### src/rtl/mem_arb_pkg.sv
// Shared types and constants for the instruction/data SRAM port arbiter.
package mem_arb_pkg;

    typedef enum logic [1:0] {
        ST_IDLE   = 2'd0,
        ST_ACCESS = 2'd1,
        ST_DONE   = 2'd2
    } state_e;

    typedef enum logic {
        GNT_IF  = 1'b0,
        GNT_MEM = 1'b1
    } grant_e;

    localparam int unsigned WAIT_CYCLES_DEF = 2;
    localparam int unsigned CNT_W           = 4;

endpackage

### src/rtl/arb_wait_cnt.sv
// Wait-state down-counter: load on access start, count down during the access, flag zero.
module arb_wait_cnt
    import mem_arb_pkg::*;
(
    input  logic             clk,
    input  logic             rst,
    input  logic             load_i,
    input  logic             dec_i,
    input  logic [CNT_W-1:0] load_val_i,
    output logic             zero_o
);

    logic [CNT_W-1:0] cnt_q, cnt_d;

    always_comb begin
        cnt_d = cnt_q;
        if (load_i) begin
            cnt_d = load_val_i;
        end else if (dec_i && (cnt_q != '0)) begin
            cnt_d = cnt_q - 1'b1;
        end
    end

    always_ff @(posedge clk or negedge rst) begin
        if (!rst) begin
            cnt_q <= '0;
        end else begin
            cnt_q <= cnt_d;
        end
    end

    assign zero_o = (cnt_q == '0);

endmodule

### src/rtl/mem_port_arbiter.sv
// Arbitrates the fetch and data-stage requesters onto one wait-stated SRAM port.
// Optional MEM_ARB_ROUND_ROBIN_EN replaces fixed MEM priority with alternating grants on conflict.
module mem_port_arbiter
    import mem_arb_pkg::*;
#(
    parameter int unsigned WAIT_CYCLES = WAIT_CYCLES_DEF,
    parameter int unsigned ADDR_W      = 32,
    parameter int unsigned DATA_W      = 32
) (
    input  logic              clk,
    input  logic              rst,
    input  logic              if_req,
    input  logic [ADDR_W-1:0] if_addr,
    output logic [DATA_W-1:0] if_rdata,
    output logic              if_ready,
    input  logic              mem_req,
    input  logic              mem_we,
    input  logic [ADDR_W-1:0] mem_addr,
    input  logic [DATA_W-1:0] mem_wdata,
    output logic [DATA_W-1:0] mem_rdata,
    output logic              mem_ready,
    output logic              sram_cs,
    output logic              sram_we,
    output logic [ADDR_W-1:0] sram_addr,
    output logic [DATA_W-1:0] sram_wdata,
    input  logic [DATA_W-1:0] sram_rdata,
    output logic              freeze
);

    state_e            state_q, state_d;
    grant_e            gnt_q, gnt_sel;
    logic              we_q;
    logic [ADDR_W-1:0] addr_q;
    logic [DATA_W-1:0] wdata_q;
    logic [DATA_W-1:0] if_rdata_q, mem_rdata_q;
    logic              start;
    logic              cnt_zero;
    logic              last_access;

`ifdef MEM_ARB_ROUND_ROBIN_EN
    grant_e last_grant_q;

    always_comb begin
        gnt_sel = mem_req ? GNT_MEM : GNT_IF;
        if (if_req && mem_req) begin
            gnt_sel = (last_grant_q == GNT_IF) ? GNT_MEM : GNT_IF;
        end
    end

    always_ff @(posedge clk or negedge rst) begin
        if (!rst) begin
            last_grant_q <= GNT_IF;
        end else if (start) begin
            last_grant_q <= gnt_sel;
        end
    end
`else
    always_comb begin
        gnt_sel = mem_req ? GNT_MEM : GNT_IF;
    end
`endif

    always_comb begin
        state_d = state_q;
        start   = 1'b0;
        case (state_q)
            ST_IDLE: begin
                if (if_req || mem_req) begin
                    start   = 1'b1;
                    state_d = ST_ACCESS;
                end
            end
            ST_ACCESS: begin
                if (cnt_zero) begin
                    state_d = ST_DONE;
                end
            end
            ST_DONE:  state_d = ST_IDLE;
            default:  state_d = ST_IDLE;
        endcase
    end

    arb_wait_cnt u_wait_cnt (
        .clk        (clk),
        .rst        (rst),
        .load_i     (start),
        .dec_i      (state_q == ST_ACCESS),
        .load_val_i (CNT_W'(WAIT_CYCLES)),
        .zero_o     (cnt_zero)
    );

    assign last_access = (state_q == ST_ACCESS) && cnt_zero;

    always_ff @(posedge clk or negedge rst) begin
        if (!rst) begin
            state_q     <= ST_IDLE;
            gnt_q       <= GNT_IF;
            we_q        <= 1'b0;
            addr_q      <= '0;
            wdata_q     <= '0;
            if_rdata_q  <= '0;
            mem_rdata_q <= '0;
        end else begin
            state_q <= state_d;
            // Requester inputs are only sampled here; they are ignored until the next IDLE.
            if (start) begin
                gnt_q   <= gnt_sel;
                we_q    <= (gnt_sel == GNT_MEM) && mem_we;
                addr_q  <= (gnt_sel == GNT_MEM) ? mem_addr : if_addr;
                wdata_q <= (gnt_sel == GNT_MEM) ? mem_wdata : '0;
            end
            if (last_access && !we_q) begin
                if (gnt_q == GNT_MEM) begin
                    mem_rdata_q <= sram_rdata;
                end else begin
                    if_rdata_q  <= sram_rdata;
                end
            end
        end
    end

    assign sram_cs    = (state_q == ST_ACCESS);
    assign sram_we    = sram_cs && we_q;
    assign sram_addr  = addr_q;
    assign sram_wdata = wdata_q;
    assign if_rdata   = if_rdata_q;
    assign mem_rdata  = mem_rdata_q;
    assign if_ready   = (state_q == ST_DONE) && (gnt_q == GNT_IF);
    assign mem_ready  = (state_q == ST_DONE) && (gnt_q == GNT_MEM);
    assign freeze     = (mem_req && !mem_ready) || (if_req && !if_ready);

endmodule

### config.mk
export PLATFORM = sky130hd
export DESIGN_NAME = mem_port_arbiter
export DESIGN_NICKNAME = d
export VERILOG_FILES = /design/src/rtl/mem_arb_pkg.sv /design/src/rtl/arb_wait_cnt.sv /design/src/rtl/mem_port_arbiter.sv
export SDC_FILE = /design/constraint.sdc
export NUM_CORES = 1
export LEC_CHECK = 0
export ABC_AREA = 1
export CORE_AREA = 5 5 132 134
export CTS_CLUSTER_SIZE = 16
export DETAILED_ROUTE_END_ITERATION = 7
export DIE_AREA = 0 0 137 139
export PLACE_DENSITY = 0.81
export SLEW_MARGIN = 20
export SYNTH_ARGS = -nofsm -noshare
export SYNTH_HDL_FRONTEND = slang
export SYNTH_SLANG_ARGS = --single-unit
### constraint.sdc
create_clock -name clk -period 1.4 [get_ports clk]
set_input_delay 0.28 -clock clk [delete_from_list [all_inputs] [get_ports clk]]
set_output_delay 0.28 -clock clk [all_outputs]
set_load 0.05 [all_outputs]
==> impl_metrics.env <==
export IMPL_outcome="finished with violations"
export IMPL_violations="setup timing"
export IMPL_worst_slack_ns=-0.319
export IMPL_die_h_um=139
export IMPL_final_cell_mix="buf_12, nand2_1, dfrtp_1"
export IMPL_worstHoldPathType="in2async"
export IMPL_final_cell_count_no_fill=1196
export IMPL_initial_core_util_pct=36.8
export IMPL_crit_arrival_ns=1.44
export IMPL_clk_latency_ns=0.42
export IMPL_track_usage_pct=21.8
export IMPL_combPwrFrac_pct=64.1
export IMPL_die_area_um2=19000
export IMPL_grt_pass1_wl_um=32400
export IMPL_pin_count=266
export IMPL_dpl_cell_area_um2=10400
export IMPL_synth_seq_cells=136
export IMPL_hold_violations=0
export IMPL_grt_start_max_net_pins=66
export IMPL_clock_path_buffers=2
export IMPL_grt_overflow_total=0
export IMPL_ant_nets=0
export IMPL_vias=6219
export IMPL_drc=0
export IMPL_drt_iter0_drc=438
export IMPL_die_width_um=137
export IMPL_clockRootBuffer="clkbuf_16"
export IMPL_critPathRequiredTime_ns=1.12
export IMPL_design_core_area_um2=16200
export IMPL_maxCapViolations=0
export IMPL_drive_above_1_share_pct=37.4
export IMPL_netlist_area_um2=5960
export IMPL_diodes=0
export IMPL_dpl_hpwl_um=14600
export IMPL_switching_share_pct=45.1
export IMPL_critPathKind="reg2out"
export IMPL_syn_to_final_growth_pct=104
export IMPL_totalWireLength_um=23700
export IMPL_post_place_ws_ns=-0.224
export IMPL_peakVddDrop_mv=1.64
export IMPL_p_per_area_nw_per_um2=3000
export IMPL_place_inst=1126
export IMPL_p_clk_share_pct=12.9
export IMPL_fmax_mhz=582
export IMPL_rsz0062_at_grt="true"
export IMPL_io_buffers=265
export IMPL_maxSlewViolCount=0
export IMPL_stdcell_area_um2=12100
export IMPL_yosysUniqueCellTypes=26
export IMPL_viasPerCell=5.20
export IMPL_synthCells=653
export IMPL_period_share_pct=123
export IMPL_firstDrtPassIters=5
export IMPL_cts_buffers=17
export IMPL_internal_power_mw=20.0
export IMPL_syn_num_nets=788
export IMPL_tightest_slew_ns=0.470
export IMPL_slew_headroom_pct=68.6
export IMPL_power_leakage_nw=5.51
export IMPL_finalSetupViolCount=69
export IMPL_routedWlPerCell_um=19.8
export IMPL_grt_pass1_vias=6063
export IMPL_h_tree_depth=4
export IMPL_startpoint_type="register"
export IMPL_power_switching_mw=16.4
export IMPL_cts_sinks=136
export IMPL_yosys_warnings=0
export IMPL_fin_skew_ns=0.00727
export IMPL_num_nets_final=1100
export IMPL_avgSynthCellArea_um2=9.12
export IMPL_min_period_ns=1.72
export IMPL_design_power_total_mw=36.4
export IMPL_p_seq_share_pct=23.0
export IMPL_final_common_cell="buf_12"
export IMPL_gp_congestion=0.843
export IMPL_rows=47
export IMPL_cts_tree="yes"
export IMPL_ys_seq_area_share_pct=57.1
export IMPL_worst_setup_path_end_kind="output pin"
export IMPL_worstPathMaxFanout=4
export IMPL_clkTransAtPathRegs_ns=0.06
export IMPL_antenna_found_initial=0
## stage by stage
step	utilization [%]	TNS [ns]	hold WS, ns
6_report	75.0	-10.53	0.357
5_1_grt	75.0	-17.82	0.375
4_1_cts	70.6	-10.03	0.358
3_5_place_dp	64.3	-10.61	0.211
3_3_place_gp	64.3	-5.82	0.204
2_1_floorplan	-	-0.191	-0.0156
## registers in the layout (all words and copies together) (netlist names)
signal and cells:
sram_addr 32, u_wait_cnt.cnt_q 4, sram_wdata 32, gnt_q 1
state_q 2, we_q 1, mem_rdata 32, if_rdata 32
## synth_stat cells
master    count  area (um2)
or2_1        21         131
o21ai_2       1        8.76
or2_0         7        43.8
buf_6        12         135
buf_4         4        30.0
nand2_2      11        68.8
nand4_4       2        42.5
clkbuf_1     21        78.8
nand3_1      36         180
nor2_4        2        22.5
buf_2        14        70.1
nor2_1        2        7.51
nor3_1        2        10.0
nor2_2        2        12.5
nand2_1     227         852
ha_1          2        25.0
dfrtp_1     136        3400
o21ai_0      39         195
inv_1         8        30.0
xor2_1        1        8.76
o21ai_1      29         145
or2_2         4        25.0
o22ai_1       1        6.26
inv_2         3        11.3
nand4_1      65         407
a21oi_1       1        5.00
## per-layer routing
metal	wire length, um	share of wire [%]	global-route usage (%)
met1	8200	35	24.2
met3	2070	8.7	7.47
met4	879	3.7	7.20
met5	0	0	0
met2	12500	53	38.6
## worst max-delay path, cell delays in order (launching register included)
cell and delay (ns):
dfrtp_2 0.47, nor3_4 0.28, o22ai_4 0.10, buf_6 0.18
## power by group through the flow
| stage | Sequential [mW] | Combinational, mW | Clock [mW] |
|---|---|---|---|
| global placement | 7.94 | 20.0 | 0 |
| finish | 8.38 | 23.4 | 4.69 |
| detailed placement | 8.06 | 20.4 | 0 |
| global route | 8.61 | 24.2 | 4.92 |
| floorplan | 13.2 | 4.26 | 0 |
| CTS | 8.14 | 21.2 | 4.71 |
## kinds of logic (layout without fill, tap and decap cells)
logic type               count (synthesis)  count (layout)  synth area share [%]
adder cells (fa/ha/maj)                  2               2                 0.420
flip-flops                             136             136                  57.1
buffers and inverters                   62             385                  5.97
XOR/XNOR                                 1               1                 0.147
AO/OA/AOI/OAI                           71              71                  6.05
AND/OR/NAND/NOR                        381             381                  30.3
## repair_timing
item | 4_1_cts | 5_1_grt
pin swaps | 4 | 36
hold endpoints to repair | 25 | 0
cloned | 6 | 16
buffers inserted | 9 | 11
endpoints found under the setup margin | 69 | 135
resized for setup | 69 | 99
hold buffers | 1 | 0
## layout make-up
class                           instances  area, um2
Inverter                               11       51.3
Multi-Input combinational cell        455       2670
Clock buffer                           21        450
Sequential cell                       136       3410
Tap cell                              220        275
Timing Repair Buffer                  344       5120
Fill cell                             967       4040
Clock inverter                          9        150
## worst paths after layout
kind                                          start        endpoint  slack, ns  depth (start not counted)
worst max-delay path                     state_q[0]          freeze      -0.32                          3
worst min-delay path                            rst    mem_rdata[0]       0.36                          2
worst max register to register  u_wait_cnt.cnt_q[1]    if_rdata[21]      -0.20                          9
worst min register to register        sram_wdata[1]   sram_wdata[1]       0.53                          2
max in group asynchronous                       rst           gnt_q       0.51                          3
min in group clk                      mem_wdata[16]  sram_wdata[16]       0.41                          3
Power figures use the tool's default switching activity.
